==> src/rtl/rssb_core.sv <==
// RSSB execution engine: acc = M[a] - acc, write back, skip next on borrow.
// Define RSSB_STEP_EN to add a single-step input that gates each instruction fetch.
module rssb_core #(
    parameter int unsigned      WIDTH    = 8,
    parameter logic [WIDTH-1:0] RESET_PC = 8'h80,
    parameter logic [WIDTH-1:0] HALT_OP  = 8'hFF
) (
    input  logic             clk,
    input  logic             rst,
    input  logic             run,
`ifdef RSSB_STEP_EN
    input  logic             step,
`endif
    output logic [WIDTH-1:0] mem_addr,
    output logic [WIDTH-1:0] mem_wdata,
    output logic             mem_write,
    input  logic [WIDTH-1:0] mem_rdata,
    output logic [WIDTH-1:0] acc,
    output logic [WIDTH-1:0] pc,
    output logic             halted
);

    typedef enum logic [1:0] {StFetch, StRead, StExec, StHalt} state_e;

    state_e           state_q, state_d;
    logic [WIDTH-1:0] pc_q, pc_d;
    logic [WIDTH-1:0] acc_q, acc_d;
    logic [WIDTH-1:0] ir_q, ir_d;
    logic [WIDTH-1:0] mdr_q, mdr_d;
    logic             go;

`ifdef RSSB_STEP_EN
    logic step_q;

    always_ff @(posedge clk or negedge rst) begin
        if (!rst) step_q <= 1'b0;
        else      step_q <= step;
    end

    // One instruction per rising edge of step; a held level does not repeat.
    assign go = run & step & ~step_q;
`else
    assign go = run;
`endif

    logic [WIDTH-1:0] diff;
    logic             borrow;
    logic             ir_is0, ir_is1;
    logic [WIDTH-1:0] pc_next;

    assign diff    = mdr_q - acc_q;
    assign borrow  = mdr_q < acc_q;
    assign ir_is0  = (ir_q == '0);
    assign ir_is1  = (ir_q == WIDTH'(1));
    assign pc_next = pc_q + WIDTH'(1) + {{(WIDTH-1){1'b0}}, borrow};

    always_ff @(posedge clk or negedge rst) begin
        if (!rst) begin
            state_q <= StFetch;
            pc_q    <= RESET_PC;
            acc_q   <= '0;
            ir_q    <= '0;
            mdr_q   <= '0;
        end else begin
            state_q <= state_d;
            pc_q    <= pc_d;
            acc_q   <= acc_d;
            ir_q    <= ir_d;
            mdr_q   <= mdr_d;
        end
    end

    always_comb begin
        state_d   = state_q;
        pc_d      = pc_q;
        acc_d     = acc_q;
        ir_d      = ir_q;
        mdr_d     = mdr_q;
        mem_addr  = pc_q;
        mem_wdata = '0;
        mem_write = 1'b0;
        halted    = 1'b0;
        case (state_q)
            StFetch: begin
                if (run && mem_rdata == HALT_OP) begin
                    state_d = StHalt;
                end else if (go) begin
                    ir_d    = mem_rdata;
                    state_d = StRead;
                end
            end
            StRead: begin
                mem_addr = ir_q;
                // Addresses 0 and 1 alias PC and ACC rather than memory.
                if (ir_is0)      mdr_d = pc_q;
                else if (ir_is1) mdr_d = acc_q;
                else             mdr_d = mem_rdata;
                state_d = StExec;
            end
            StExec: begin
                mem_addr  = ir_q;
                mem_wdata = diff;
                mem_write = !ir_is0 && !ir_is1;
                acc_d     = diff;
                pc_d      = ir_is0 ? diff : pc_next;
                state_d   = StFetch;
            end
            StHalt: begin
                halted = 1'b1;
            end
            default: begin
                state_d = StFetch;
            end
        endcase
    end

    assign acc = acc_q;
    assign pc  = pc_q;

endmodule

==> config.mk <==
export PLATFORM = sky130hd
export DESIGN_NAME = rssb_core
export DESIGN_NICKNAME = d
export VERILOG_FILES = /design/src/rtl/rssb_core.sv
export SDC_FILE = /design/constraint.sdc
export NUM_CORES = 1
export LEC_CHECK = 0
export BUFFER_PORTS_ARGS = -buffer_cell sky130_fd_sc_hd__buf_2
export CORE_MARGIN = 5
export CORE_UTILIZATION = 55
export CTS_CLUSTER_DIAMETER = 50
export CTS_CLUSTER_SIZE = 40
export DETAILED_ROUTE_END_ITERATION = 10
export GPL_TIMING_DRIVEN = 0
export PLACE_DENSITY = 0.79
export SKIP_LAST_GASP = 1
export SLEW_MARGIN = 5
export SYNTH_ARGS = -nofsm -noshare
export SYNTH_HDL_FRONTEND = slang
export SYNTH_SLANG_ARGS = --single-unit
export TNS_END_PERCENT = 50
==> constraint.sdc <==
create_clock -name clk -period 3.9 [get_ports clk]
set_clock_uncertainty 0.15 [all_clocks]
set_input_delay 0.78 -clock clk [delete_from_list [all_inputs] [get_ports clk]]
set_output_delay 0.78 -clock clk [all_outputs]
set_load 0.005 [all_outputs]
==> flow_summary.rst <==
.. list-table::
   :header-rows: 1

   * - Metric
     - Value
   * - Final Hold Violating Endpoints
     - 0
   * - Overall power after layout
     - approximately 2.6 mW
   * - Pin slew with the least headroom to its limit
     - roughly 0.8 ns
   * - Setup violators final
     - 0
   * - Critical Path Sink Type
     - primary output
   * - First-pass GRT wire length
     - about 9.3 mm
   * - Total number of yosys warnings
     - 0
   * - CTS sink count
     - 34
   * - Cells on Worst Hold Path
     - 2
   * - Tightest Hold Check Type
     - register to register
   * - Total global-route track usage
     - between 20 and 25%
   * - Bufs on Longest Clock Path
     - 2
   * - Cell area after synthesis
     - approximately 0.0023 sq mm
   * - Number of design rule violations left after detail routing
     - 0
   * - Number of global-route vias before repair
     - about 1900
   * - Count of cell types in the netlist
     - 48
   * - Number of search-and-repair iterations in the first detailed-routing pass
     - 4
   * - Synth Net Count
     - approximately 260
   * - Max-cap violations
     - 0
   * - Result of the run
     - finished clean
   * - Part of the Yosys area used for sequential elements
     - between 30% and 40%
   * - Placer's final routability congestion estimate
     - 0.8270
   * - Placement Rows
     - 23
   * - Crit-path max cell delay
     - around 0.42 ns
   * - Cell type with the highest occurrence count on the critical path
     - sky130_fd_sc_hd__inv_1
   * - CTS Root Cell
     - sky130_fd_sc_hd__clkbuf_8
   * - Number of flip-flops and latches in the synthesized netlist
     - 34
   * - Overall die area
     - roughly 0.0056 sq mm
   * - Max-slew violation count
     - 0
   * - Final TNS setup
     - 0 ns
   * - Area of the placeable core
     - ~0.004 sq mm
   * - Logic depth of the worst register-to-register path
     - 15
   * - Crit-path cells
     - inv_1, ha_1, inv_1, fa_1, a211o_1, o211ai_1, a21oi_1, a211oi_1, and2_1, buf_2
   * - Antenna violations before repair
     - 0
   * - I/O pin total
     - 45
   * - Critical R2R Capture
     - pc[7]
   * - Leakage component of the power
     - 1.292 nW
   * - Final antenna diode count
     - 0
   * - Setup slack, reg-to-reg
     - 0.55 ns
   * - Achievable frequency
     - around 0.29 GHz
   * - Unrepaired setup endpoints after global routing
     - no
   * - Worst IR Drop VDD
     - between 0.0006 and 0.0007 V
   * - Iter 0 DRT Violations
     - 83
   * - Clock latency reported for the late side of the worst-skew pair
     - ~0.29 ns
   * - Critical-path cell with the highest stage delay
     - sky130_fd_sc_hd__fa_1
   * - Crit path launch type
     - register
   * - Part of the cycle the worst path needs
     - ~90%
   * - Layout net count
     - 310
   * - Clock transition time at the flip-flop clock pins of the worst setup and hold paths
     - around 0.070 ns
   * - Fraction of layout cells with a size suffix above 1
     - a little under a third
   * - Quantity of hold-fixing buffers added after cts
     - 0
   * - Largest net degree at the start of global routing
     - 35
   * - Layout overhead on the synthesized area
     - 16.14%
   * - Clock tree from TritonCTS
     - yes
   * - Detail-routed net length per standard cell
     - about 17 um
   * - Total length of routed wires
     - ~5.8 mm
   * - Critical path class
     - register to primary output
   * - Worst relative slew slack
     - 47.86%
   * - Die Y
     - between 70 and 80 um
   * - Data arrival time of the worst path
     - between 2 and 3 ns
   * - DR vias/cell
     - 5.829
   * - Gate Count Post-Synth
     - approximately 230
   * - Layout filler cell count
     - 351
   * - Minimum clock period
     - about 3.5 ns
   * - Detail Route Antenna Nets
     - 0
   * - Worst reg2reg startpoint
     - mdr_q[0]
   * - Worst-path fanout max
     - 3
   * - Vias after detailed routing
     - between 1500 and 2000
   * - Hold path start
     - mdr_q[7]
   * - HPWL after DPL
     - 4.364 mm
   * - Terminating pin of the worst hold path
     - mdr_q[7]
   * - Post-CTS Setup Bufs
     - 0
   * - # H-tree levels
     - 2
   * - Initial standard-cell utilization of the core
     - between 50% and 60%
   * - Die width
     - ~75 um
   * - Average cell area after synthesis
     - 10.03 sq um
   * - Gates resized, CTS repair
     - 0
   * - Global-route congestion overflow total
     - 0
   * - Clock buffer count from CTS
     - 5
   * - Total power per unit cell area
     - ~980 mW/mm^2
   * - Number of port buffers
     - 44
   * - Required time of the critical path
     - 2.97 ns
==> worst max-delay path by stage <==
stage,from,to,cells past startpoint
floorplan,acc[0],pc[7],14
global placement,mdr_q[0],pc[7],15
detailed placement,mdr_q[0],pc[7],15
CTS,mdr_q[0],mem_wdata[6],10
global route,mdr_q[0],mem_wdata[6],10
finish,mdr_q[0],mem_wdata[6],10
==> state kept, by name, indices dropped and copies added (netlist names) <==
register and count:
ir_q 8, mdr_q 8, state_q 2, acc 8, pc 8
==> layout by cell type (no fill, tap or decap), types with 2 or more instances in the layout <==
cell and instances:
sky130_fd_sc_hd__a21o_1 5, sky130_fd_sc_hd__o211a_1 2, sky130_fd_sc_hd__and2_1 5, sky130_fd_sc_hd__nor2b_1 3, sky130_fd_sc_hd__o21ai_0 15, sky130_fd_sc_hd__or4_4 2, sky130_fd_sc_hd__mux2_2 18, sky130_fd_sc_hd__clkbuf_1 5
sky130_fd_sc_hd__nor2_1 13, sky130_fd_sc_hd__dfrtp_1 33, sky130_fd_sc_hd__inv_1 22, sky130_fd_sc_hd__nand2b_1 3, sky130_fd_sc_hd__and3_1 2, sky130_fd_sc_hd__xnor2_1 4, sky130_fd_sc_hd__nor3_1 5, sky130_fd_sc_hd__o211ai_1 9
sky130_fd_sc_hd__nand4_1 2, sky130_fd_sc_hd__buf_6 3, sky130_fd_sc_hd__buf_2 45, sky130_fd_sc_hd__o211ai_2 2, sky130_fd_sc_hd__ha_1 16, sky130_fd_sc_hd__a21oi_1 8, sky130_fd_sc_hd__a221o_1 3, sky130_fd_sc_hd__mux2i_1 11
sky130_fd_sc_hd__nor4_1 2, sky130_fd_sc_hd__nand2_1 16, sky130_fd_sc_hd__clkbuf_8 6
==> routing by layer <==
metal  wire length [um]  global-route usage [%]  vias up
met5                  0                       0        -
met4                 92                   7.708        0
met3                363                   5.073        9
met2               2625                   35.20       55
met1               2691                   30.81      935
li1                   -                       -      942
==> final cells by class <==
| cell class | instances | area [sq um] | share of cell area, % |
|---|---|---|---|
| Inverter | 22 | 82.58 | 3.068 |
| Clock buffer | 7 | 86.33 | 3.208 |
| Sequential cell | 34 | 852.1 | 31.66 |
| Tap cell | 50 | 62.56 | 2.325 |
| Clock inverter | 1 | 5.005 | 0.1860 |
| Multi-Input combinational cell | 166 | 1325 | 49.23 |
| Timing Repair Buffer | 44 | 220.2 | 8.182 |
| Buffer | 9 | 57.56 | 2.139 |
==> Yosys cell counts, drive strengths merged <==
| cell | number | share of area [%] |
|---|---|---|
| dfrtp | 33 | 36 |
| inv | 22 | 3.6 |
| mux2 | 18 | 8.7 |
| o21ai | 17 | 3.8 |
| ha | 16 | 8.6 |
| nand2 | 16 | 2.6 |
| nor2 | 14 | 2.6 |
| mux2i | 11 | 4.8 |
| o211ai | 11 | 4.0 |
| a21oi | 8 | 1.7 |
| a21o | 5 | 1.6 |
| and2 | 5 | 1.3 |
| buf | 5 | 1.8 |
| nor3 | 5 | 1.1 |
| clkbuf | 4 | 0.65 |
| xnor2 | 4 | 1.5 |
| a221o | 3 | 1.3 |
| nand2b | 3 | 0.81 |
| nor2b | 3 | 0.81 |
| nor4 | 3 | 1.5 |
| and3 | 2 | 0.54 |
| nand4 | 2 | 0.54 |
| o211a | 2 | 0.86 |
| or4 | 2 | 0.97 |
| a211o | 1 | 0.38 |
| a211oi | 1 | 0.32 |
| a221oi | 1 | 0.65 |
| a311o | 1 | 0.43 |
| a31oi | 1 | 0.92 |
| and4b | 1 | 0.49 |
| dfstp | 1 | 1.1 |
| fa | 1 | 0.86 |
| nand3 | 1 | 0.22 |
| nand3b | 1 | 0.32 |
| nand4b | 1 | 0.38 |
| nor4b | 1 | 0.38 |
| o2111a | 1 | 0.49 |
| o21a | 1 | 0.32 |
| o221a | 1 | 0.49 |
| o221ai | 1 | 0.38 |
| o31a | 1 | 0.43 |
==> cells by family after synthesis <==
| group | count (synthesis) | synth area share, % |
|---|---|---|
| and+or+nand+nor | 60 | 14.52 |
| AOI/OAI and AO/OA | 56 | 18.14 |
| DFF | 34 | 36.77 |
| buffers and inverters | 31 | 6.047 |
| muxes | 29 | 13.50 |
| adders and majority gates | 17 | 9.503 |
| xor gates and xnor gates | 4 | 1.512 |
==> critical path, delay by kind of cell (launching register included) <==
| kind | cells | cell delay [ns] |
|---|---|---|
| simple gates | 1 | 0.20 |
| buf+inv | 3 | 0.23 |
| flops | 1 | 0.36 |
| fa+ha+maj | 2 | 0.59 |
| compound gates | 4 | 0.89 |
==> stage by stage <==
| stage | hold slack, ns | utilization [%] | setup WS [ns] | instances | cell area, sq um |
|---|---|---|---|---|---|
| after global placement | 0.3542 | 64.53 | 0.6147 | 325 | 2600 |
| after CTS | 0.3771 | 66.80 | 0.3756 | 333 | 2691 |
| final | 0.3676 | 66.80 | 0.3938 | 333 | 2691 |
| after global routing | 0.4115 | 66.80 | 0.1728 | 333 | 2691 |
| after floorplan | 0.3344 | - | 0.9340 | 231 | 2317 |
| after detailed placement | 0.3575 | 64.53 | 0.5616 | 325 | 2600 |
==> report_power, final <==
| group | total (mW) | internal [mW] | switching (mW) | leakage [nW] |
|---|---|---|---|---|
| clock network | 0.281 | 0.143 | 0.138 | 0.0482 |
| registers | 0.704 | 0.521 | 0.182 | 0.414 |
| logic | 1.65 | 0.769 | 0.885 | 0.830 |
| total | 2.64 | 1.43 | 1.21 | 1.29 |
(Power assumes the default switching activity.)
